## src/rtl/ones_pattern_gen_pkg.sv

```systemverilog
// ---------------------------------------------------------------------------
// ones_pkg
// Shared types and constants for the thermometer pattern generator.
// Revision: 1.0
// ---------------------------------------------------------------------------
`default_nettype none

package ones_pkg;

  localparam int WIDTH = 8;
  localparam int CNT_W = $clog2(WIDTH + 1);
  localparam int IDX_W = $clog2(WIDTH);

  typedef enum logic [1:0] {
    IDLE  = 2'd0,
    SHIFT = 2'd1,
    DONE  = 2'd2
  } state_t;

  // Requests above WIDTH saturate to a full pattern.
  function automatic logic [CNT_W-1:0] clamp_count(input logic [CNT_W-1:0] c);
    return (c > CNT_W'(WIDTH)) ? CNT_W'(WIDTH) : c;
  endfunction

endpackage

`default_nettype wire

```

## src/rtl/ones_pattern_gen_if.sv

```systemverilog
// ---------------------------------------------------------------------------
// ones_pattern_gen_if
// Count-in / pattern-out bundle of the thermometer pattern generator.
// Revision: 1.0
// ---------------------------------------------------------------------------
`default_nettype none

interface ones_pattern_gen_if;
  import ones_pkg::*;

  logic             in_valid;
  logic             in_ready;
  logic [CNT_W-1:0] count;
  logic             ser_out;
  logic             ser_valid;
  logic [WIDTH-1:0] pattern;
  logic             out_valid;
  logic             out_ready;
  logic             overflow;

  // Producer of counts / consumer of patterns.
  modport master (
    output in_valid, count, out_ready,
    input  in_ready, ser_out, ser_valid, pattern, out_valid, overflow
  );

  // The generator itself.
  modport slave (
    input  in_valid, count, out_ready,
    output in_ready, ser_out, ser_valid, pattern, out_valid, overflow
  );

endinterface

`default_nettype wire

```

## src/rtl/ones_pattern_gen.sv

```systemverilog
// ---------------------------------------------------------------------------
// ones_pattern_gen
// Turns a binary ones-count into a WIDTH-bit thermometer pattern, emitted
// serially LSB first and assembled in parallel.
// Revision: 1.0
// ---------------------------------------------------------------------------
`default_nettype none

module ones_pattern_gen
  import ones_pkg::*;
(
  input  logic               clk,
  input  logic               rst_n,
  ones_pattern_gen_if.slave  bus
);

  state_t           state;
  logic [IDX_W-1:0] idx;
  logic [CNT_W-1:0] cnt;
  logic [CNT_W-1:0] cnt_clamped;
  logic [CNT_W-1:0] idx_next;

  logic             in_ready;
  logic             ser_out;
  logic             ser_valid;
  logic [WIDTH-1:0] pattern;
  logic             out_valid;
  logic             overflow;

  assign cnt_clamped = clamp_count(bus.count);
  assign idx_next    = CNT_W'(idx) + CNT_W'(1);

  // Single FSM: every output is a register, so the serial bit for index k is
  // computed one edge ahead and lands in cycle accept+1+k.
  always_ff @(posedge clk) begin
    if (!rst_n) begin
      state     <= IDLE;
      idx       <= '0;
      cnt       <= '0;
      pattern   <= '0;
      overflow  <= 1'b0;
      ser_out   <= 1'b0;
      ser_valid <= 1'b0;
      out_valid <= 1'b0;
      in_ready  <= 1'b1;
    end else begin
      case (state)
        IDLE: begin
          if (bus.in_valid) begin
            cnt       <= cnt_clamped;
            overflow  <= (bus.count > CNT_W'(WIDTH));
            pattern   <= '0;
            idx       <= '0;
            ser_out   <= (cnt_clamped != '0);
            ser_valid <= 1'b1;
            in_ready  <= 1'b0;
            state     <= SHIFT;
          end
        end
        SHIFT: begin
          pattern[idx] <= ser_out;
          if (idx == IDX_W'(WIDTH - 1)) begin
            ser_out   <= 1'b0;
            ser_valid <= 1'b0;
            out_valid <= 1'b1;
            state     <= DONE;
          end else begin
            idx     <= idx + IDX_W'(1);
            ser_out <= (idx_next < cnt);
          end
        end
        DONE: begin
          if (bus.out_ready) begin
            out_valid <= 1'b0;
            in_ready  <= 1'b1;
            state     <= IDLE;
          end
        end
        default: begin
          state     <= IDLE;
          out_valid <= 1'b0;
          ser_valid <= 1'b0;
          in_ready  <= 1'b1;
        end
      endcase
    end
  end

  assign bus.in_ready  = in_ready;
  assign bus.ser_out   = ser_out;
  assign bus.ser_valid = ser_valid;
  assign bus.pattern   = pattern;
  assign bus.out_valid = out_valid;
  assign bus.overflow  = overflow;

endmodule

`default_nettype wire

```

## src/flat_wrapper.sv

```systemverilog
// flat-port wrapper written by rule: the top's interface ports become plain ports
module ones_pattern_gen_flat import ones_pkg::*;
  (clk, rst_n, bus_in_valid, bus_count, bus_out_ready, bus_in_ready, bus_ser_out, bus_ser_valid, bus_pattern, bus_out_valid, bus_overflow);
  ones_pattern_gen_if bus_i ();
  input  logic clk;
  input  logic rst_n;
  input wire logic [$bits(bus_i.in_valid)-1:0] bus_in_valid;
  input wire logic [$bits(bus_i.count)-1:0] bus_count;
  input wire logic [$bits(bus_i.out_ready)-1:0] bus_out_ready;
  output wire logic [$bits(bus_i.in_ready)-1:0] bus_in_ready;
  output wire logic [$bits(bus_i.ser_out)-1:0] bus_ser_out;
  output wire logic [$bits(bus_i.ser_valid)-1:0] bus_ser_valid;
  output wire logic [$bits(bus_i.pattern)-1:0] bus_pattern;
  output wire logic [$bits(bus_i.out_valid)-1:0] bus_out_valid;
  output wire logic [$bits(bus_i.overflow)-1:0] bus_overflow;
  assign bus_i.in_valid = bus_in_valid;
  assign bus_i.count = bus_count;
  assign bus_i.out_ready = bus_out_ready;
  assign bus_in_ready = bus_i.in_ready;
  assign bus_ser_out = bus_i.ser_out;
  assign bus_ser_valid = bus_i.ser_valid;
  assign bus_pattern = bus_i.pattern;
  assign bus_out_valid = bus_i.out_valid;
  assign bus_overflow = bus_i.overflow;
  ones_pattern_gen u_core (.clk(clk), .rst_n(rst_n), .bus(bus_i));
endmodule
```

## config.mk

```make
export PLATFORM = sky130hd
export DESIGN_NAME = ones_pattern_gen_flat
export DESIGN_NICKNAME = d
export VERILOG_FILES = /design/src/rtl/ones_pattern_gen_pkg.sv /design/src/rtl/ones_pattern_gen_if.sv /design/src/rtl/ones_pattern_gen.sv /design/src/flat_wrapper.sv
export SDC_FILE = /design/constraint.sdc
export NUM_CORES = 1
export LEC_CHECK = 0
export ABC_CLOCK_PERIOD_IN_PS = 3080
export CAP_MARGIN = 20
export CORE_MARGIN = 5
export CORE_UTILIZATION = 54
export DETAILED_ROUTE_END_ITERATION = 12
export PLACE_DENSITY = 0.8
export SETUP_SLACK_MARGIN = 0.02
export SYNTH_ARGS = -nofsm -noshare
export SYNTH_HDL_FRONTEND = slang
export SYNTH_SLANG_ARGS = --single-unit
export TNS_END_PERCENT = 20
```

## constraint.sdc

```tcl
create_clock -name clk -period 3.08 [get_ports clk]
set_clock_uncertainty 0.15 [all_clocks]
set_input_delay 0.616 -clock clk [delete_from_list [all_inputs] [get_ports clk]]
set_output_delay 0.616 -clock clk [all_outputs]
set_load 0.02 [all_outputs]
```

==> summary.txt, run 1 <==
Hold path
  – Hold depth: 2
  – Hold EP: u_core.bus.overflow
  – Hold_sp: u_core.bus.overflow
  – HP Class: reg2reg

Routing
  – WL/cell: 13.5 µm
  – Final ANT Viol Nets: 0
  – Detailed Route WL: 2.21 mm
  – Vias after detailed routing: 921
  – Drt first-iter violations: 11
  – TritonRoute pass-1 iters: 4
  – Residual DRC: 0
  – Vias per cell: 5.62

Global routing
  – GRT Residual Overflow: 0
  – Pin count of the biggest net entering global routing: 23
  – Via count of the first global-routing pass: 831
  – GRT Resource Usage Total: 17.3%
  – First-pass GRT wire length: 3.64 mm
  – Initial antenna violation count: 0

Setup path
  – Buffers & Inverters on Critical Path: 1
  – Kind of end point of the critical path: output port
  – Register-to-Register Path Depth: 7
  – Crit path launch type: flop
  – Delay-heaviest family, CP: buffers and inverters
  – Max incr delay on CP: 0.67 ns
  – FF-to-FF Start: u_core.idx[1]
  – CP cell instances: clkdlybuf4s50_1
  – Worst R2R End: u_core.bus.ser_out
  – WP data arrival: 1.49 ns
  – CP Max Fanout: 10
  – Worst reg2reg setup slack: 0.91 ns
  – Critical path class: reg2out
  – Slowest library cell on the worst path: clkdlybuf4s50_1
  – CP required: 2.31 ns

Logic synthesis
  – Largest family of logic cells by synthesized area: compound AO/OA/AOI/OAI gates
  – Synth cell types: 31
  – Simple-gate share of the synthesized area: 24.7%
  – Post-synthesis mux area share: 0.918%
  – Post-Synth XOR/XNOR Area: 0%
  – Mapped cell area: 1090 µm²
  – Cell taking the most area after synthesis: dfxtp_1
  – Post-Syn Nets: 133
  – Asr flop ratio synth: 0%
  – Register bit count reported by yosys: 22
  – Yosys warnings: 0
  – Top cells by area, synth: dfxtp_1, a21boi_1, o211ai_1
  – Compound-Gate Fraction of Synth Area: 24.9%
  – Synthesized area per cell: 9.01 µm²
  – Adder-Cell Fraction of Synth Area: 4.59%
  – Post-synth top area share: 40.4%
  – EDFF count, synth: 0
  – Predominant post-synthesis flop cell: dfxtp_1
  – Post-synthesis instance total: 121
  – Sequential share of the synthesized area: 40.4%

Power
  – Static Leak: 0.448 nW
  – PD cells: 402 nW/µm²
  – Peak supply drop: 317 µV

Finish
  – Fillcell total: 172
  – Final core utilization: 67.2%
  – Ant diodes: 0
  – Final nets: 151
  – Area Growth Syn to Fin: 19.7%
  – Layout cell share with drive strength beyond 1: 5.11%

Clock network
  – Hold_buf cts: 0
  – CTS H-tree depth: 1
  – Clock root buffer: clkbuf_4
  – Worst-skew pair later-pin latency: 0.31 ns
  – CTS max path bufs: 2
  – Post-cts resize count: 0
  – Total CTS buffers: 3
  – Clk pin slew, worst setup/hold paths: 0.12 ns
  – Clock sinks: 22
  – CTS tree: done
  – Post-CTS setup buffer count: 0

STA
  – Worst Tran Pin Value: 0.629 ns
  – RSZ-0062 raised after global routing: false
  – Final Max Tran Viols: 0
  – Final-report hold violation count: 0
  – Setup tns final: 0 ns
  – Achievable Freq: 0.443 GHz
  – Crit share post-route: 73.3%
  – Min Tclk post-route: 2.26 ns
  – Setup violators final: 0
  – Slew margin rel.: 57.9%

Outcome
  – Status: complete, no violations

Floorplanning
  – Area of the core: 1940 µm²
  – Die ar.: 3020 µm²
  – Starting Density: 56.1%
  – Die X: 54.9 µm
  – Number of placed I/O pins: 21
  – FP Rows: 16
  – Die height: 54.9 µm

Place
  – Dpl hpwl: 1.62 mm
  – Placer Congestion: 0.753
  – Port Buf Inserts: 20

Job
  – Max-Cap Viols: 0
==> worst reg2reg max path: cells and delay by family, from the launching register on <==
kind                     cells  cell delay [ns]
flip-flops                   1             0.60
AO/OA/AOI/OAI                4             0.58
adder cells (fa/ha/maj)      3             0.78
==> worst max-delay path by stage <==
stage | from | cells past startpoint | endpoint
after floorplan | u_core.idx[0] | 7 | u_core.bus.ser_out
after global placement | u_core.idx[1] | 7 | u_core.bus.ser_out
after detailed placement | bus_in_valid | 5 | u_core.idx[2]
after CTS | u_core.bus.ser_out | 1 | bus_ser_out
after global routing | u_core.bus.ser_out | 1 | bus_ser_out
final | u_core.bus.ser_out | 1 | bus_ser_out
==> logic make-up (layout without fill, tap and decap cells) <==
group | count (synthesis) | count (layout)
flops | 22 | 22
mux | 1 | 1
simple gates | 47 | 47
fa+ha+maj | 4 | 4
compound gates | 38 | 38
buf+inv | 9 | 25
==> placed cells by master (no fill, tap or decap) <==
cell,count
and2b_1,1
nand3b_1,3
a21boi_1,9
and2_1,1
mux2i_1,1
a31oi_1,2
nand3_1,7
nand4_1,2
a21oi_1,4
nor2b_1,7
o311ai_1,3
and2b_2,1
clkdlybuf4s50_1,20
o31ai_1,1
nor2_1,3
nor4_1,1
a21o_1,1
inv_1,2
nand2b_1,5
o21a_1,1
clkbuf_4,3
nor3_1,1
a21boi_0,6
nand2_1,12
or2_4,1
a22oi_1,2
o211ai_1,7
ha_1,4
dfxtp_1,22
nor3b_2,2
o21ai_0,2
==> layer usage <==
metal  part of all wire, %  global-route usage (%)  vias up
met5                     0                       0        -
met4                   2.4                    10.9        0
met3                   3.9                    2.41        5
met2                    47                    27.8       19
met1                    47                    21.8      422
li1                      -                       -      475
==> registers in the layout, summed over array words and instances (netlist names) <==
name / cells
u_core.state: 2
u_core.bus.ser_out: 1
u_core.bus.out_valid: 1
u_core.bus.pattern: 8
u_core.cnt: 4
u_core.bus.overflow: 1
u_core.idx: 3
u_core.bus.ser_valid: 1
u_core.bus.in_ready: 1
==> cells in the mapped netlist, drive strengths merged, types with 3 or more instances <==
| cell | count |
|---|---|
| clkbuf | 5 |
| a21oi | 4 |
| nand3b | 3 |
| nand2 | 12 |
| dfxtp | 22 |
| nor2 | 3 |
| o211ai | 7 |
| a21boi | 15 |
| o311ai | 3 |
| nor2b | 7 |
| ha | 4 |
| nand2b | 5 |
| nand3 | 7 |
==> where the power goes <==
group          switching (W)  total (W)  leakage [nW]  internal, W
clock              0.0000847   0.000131        0.0138    0.0000458
combinational      0.0000440  0.0000861         0.255    0.0000421
sequential         0.0000132   0.000308         0.179     0.000295
total               0.000142   0.000525         0.448     0.000383
==> metrics by stage <==
step / instances / power [W] / setup WS (ns) / instance area [µm²] / hold slack, ns
CTS: 164 / 0.000531 / 0.815 / 1310 / 0.324
global placement: 161 / 0.000398 / 0.942 / 1280 / 0.288
detailed placement: 161 / 0.000401 / 0.826 / 1280 / 0.307
floorplan: 121 / 0.000369 / 1.20 / 1090 / 0.291
global route: 164 / 0.000556 / 0.734 / 1310 / 0.350
finish: 164 / 0.000525 / 0.822 / 1310 / 0.316
==> layout make-up <==
class	instances	area [µm²]	area share, %
clock buffers	3	22.5	1.73
inverters	2	7.51	0.575
multi-input cells	90	601	46.0
flip-flops and latches	22	440	33.7
well taps	27	33.8	2.59
repair buffers	20	200	15.3
Power figures use the tool's default switching activity.
==> run 2: changes to the inputs <==
ABC_CLOCK_PERIOD_IN_PS = 2280   (was 3080)
CORE_UTILIZATION = 50   (was 54)
PLACE_DENSITY = 0.74   (was 0.8)
clock period = 2.28 ns   (was 3.08 ns; I/O delays follow)
==> summary.txt, run 2 (same netlist as run 1, synthesis figures left out) <==
Outcome
  – Status: complete, no violations

Setup path
  – CP required: 1.67 ns (-0.64 ns)
  – Critical path class: reg2out
  – Slowest library cell on the worst path: clkdlybuf4s50_1
  – Crit path launch type: flop
  – CP Max Fanout: 10 (unchanged)
  – Kind of end point of the critical path: output port
  – WP data arrival: 1.53 ns (+0.04 ns)
  – CP cell instances: clkdlybuf4s50_1
  – Delay-heaviest family, CP: buffers and inverters
  – Buffers & Inverters on Critical Path: 1 (unchanged)
  – Total stage count of the critical path: 1 (unchanged)
  – Max incr delay on CP: 0.67 ns (about the same)
  – Register-to-Register Path Depth: 6 (-1)

Floorplanning
  – Area of the core: 2150 µm² (+11%)
  – Number of placed I/O pins: 21 (unchanged)
  – Die height: 56.7 µm (+3.2%)
  – Die ar.: 3210 µm² (+6.5%)
  – Starting Density: 50.7% (-5.4 points)
  – FP Rows: 17 (+1)
  – Die X: 56.7 µm (+3.2%)

Power
  – Clock share of power: 28.8% (+3.9 points)
  – Combinational share of power: 16.1% (-0.3 points)
  – Reg power frac: 55.1% (-3.6 points)
  – Sw frac: 26.2% (-0.80 points)
  – Static Leak: 0.466 nW (+3.9%)
  – P_sw: 0.000198 W (+39%)
  – Int Pwr: 0.000556 W (+45%)
  – Peak supply drop: 406 µV (+28%)
  – PD cells: 564 nW/µm² (+40%)

STA
  – Achievable Freq: 0.469 GHz
  – Hold_ws: 0.308 ns (-0.00814 ns)
  – Slew margin rel.: 57.3% (-0.63 points)
  – Worst Tran Pin Value: 0.638 ns (+0.00946 ns)
  – Min Tclk post-route: 2.13 ns
  – Setup tns final: 0 ns (unchanged)
  – Setup ws final: 0.148 ns (-0.673 ns)
  – RSZ-0062 raised after global routing: false
  – Crit share post-route: 93.5%
  – Final-report hold violation count: 0 (unchanged)
  – Setup violators final: 0 (unchanged)
  – Final Max Tran Viols: 0 (unchanged)

Finish
  – Final core utilization: 62.1% (-5.1 points)
  – Reg with most FFs: u_core.bus.pattern
  – Commonest non-fill, non-tap cell in the layout: dfxtp_1
  – Layout Cells excl Fill: 168 (+2.4%)
  – Ant diodes: 0 (unchanged)
  – Final nets: 153 (+1.3%)
  – Layout cell share with drive strength beyond 1: 7.14% (+2.0 points)
  – Area Growth Syn to Fin: 22.5%
  – Commonest non-fill, non-tap cells in the layout: dfxtp_1, clkdlybuf4s50_1, nand2_1, a21boi_1
  – Max reg flops: 8 (unchanged)
  – Largest registers: u_core.bus.pattern: 8 flops, u_core.cnt: 4 flops, u_core.idx: 3 flops
  – Fillcell total: 195 (+13%)

Place
  – Port Buf Inserts: 20 (unchanged)
  – Setup WS pre-CTS: 0.257 ns (-0.569 ns)
  – Dpl hpwl: 1.68 mm (+4.1%)
  – # placed instances: 164 (+1.9%)
  – Placer Congestion: 0.747 (-0.76%)

Hold path
  – Hold depth: 2 (unchanged)
  – HP Class: reg2reg

Clock network
  – Clk pin slew, worst setup/hold paths: 0.13 ns (about the same)
  – Worst-skew pair later-pin latency: 0.32 ns (about the same)
  – Hold_buf cts: 0 (unchanged)
  – Total CTS buffers: 3 (unchanged)
  – Clock root buffer: clkbuf_4
  – Post-CTS setup buffer count: 0 (unchanged)
  – CTS max path bufs: 2 (unchanged)
  – Clock sinks: 22 (unchanged)
  – CTS H-tree depth: 1 (unchanged)
  – CTS tree: done
  – Post-cts resize count: 0 (unchanged)

Job
  – Max-Cap Viols: 0 (unchanged)

Global routing
  – Initial antenna violation count: 0 (unchanged)
  – Via count of the first global-routing pass: 895 (+7.7%)
  – GRT Resource Usage Total: 15.0% (-2.3 points)
  – GRT Residual Overflow: 0 (unchanged)
  – First-pass GRT wire length: 3.83 mm (+5.3%)
  – Pin count of the biggest net entering global routing: 23 (unchanged)

Routing
  – Residual DRC: 0 (unchanged)
  – TritonRoute pass-1 iters: 2 (-2)
  – Final ANT Viol Nets: 0 (unchanged)
  – Detailed Route WL: 2.24 mm (+1.4%)
  – WL/cell: 13.3 µm (-1.1%)
  – Drt first-iter violations: 9 (-2)
  – Vias per cell: 5.52 (-1.7%)
  – Vias after detailed routing: 927 (+0.65%)
## run 2: path summary, 6_finish.rpt
check | start | endpoint | slack, ns
max | u_core.bus.ser_out | bus_ser_out | 0.15
min | u_core.bus.overflow | u_core.bus.overflow | 0.31
max reg2reg | u_core.idx[2] | u_core.bus.ser_out | 0.18
min reg2reg | u_core.bus.overflow | u_core.bus.overflow | 0.31
## run 2: final cells by class
cell class                      instances  area [µm²]  area share (%)
Inverter                                2        7.51           0.562
Tap cell                               28        35.0            2.62
Clock buffer                            4        36.3            2.72
Sequential cell                        22         440            33.0
Timing Repair Buffer                   22         215            16.1
Multi-Input combinational cell         90         601            45.0
## run 2: layer usage
layer | GRT usage (%) | vias to the layer above | part of all wire, %
li1 | - | 478 | -
met1 | 19.0 | 430 | 46
met2 | 24.4 | 14 | 48
met3 | 2.53 | 5 | 3.2
met4 | 7.12 | 0 | 2.1
met5 | 0 | - | 0
## run 2: power by group through the flow
stage	logic (W)	registers (W)	clock network [W]
after global routing	0.000133	0.000419	0.000233
after floorplan	0.0000713	0.000427	0
after global placement	0.000119	0.000422	0
final	0.000121	0.000415	0.000217
after detailed placement	0.000122	0.000424	0
after CTS	0.000122	0.000415	0.000223
## run 2: metrics by stage
step | power (W) | area, µm²
floorplan | 0.000498 | 1090
global placement | 0.000541 | 1300
detailed placement | 0.000546 | 1300
CTS | 0.000760 | 1340
global route | 0.000785 | 1340
finish | 0.000753 | 1340
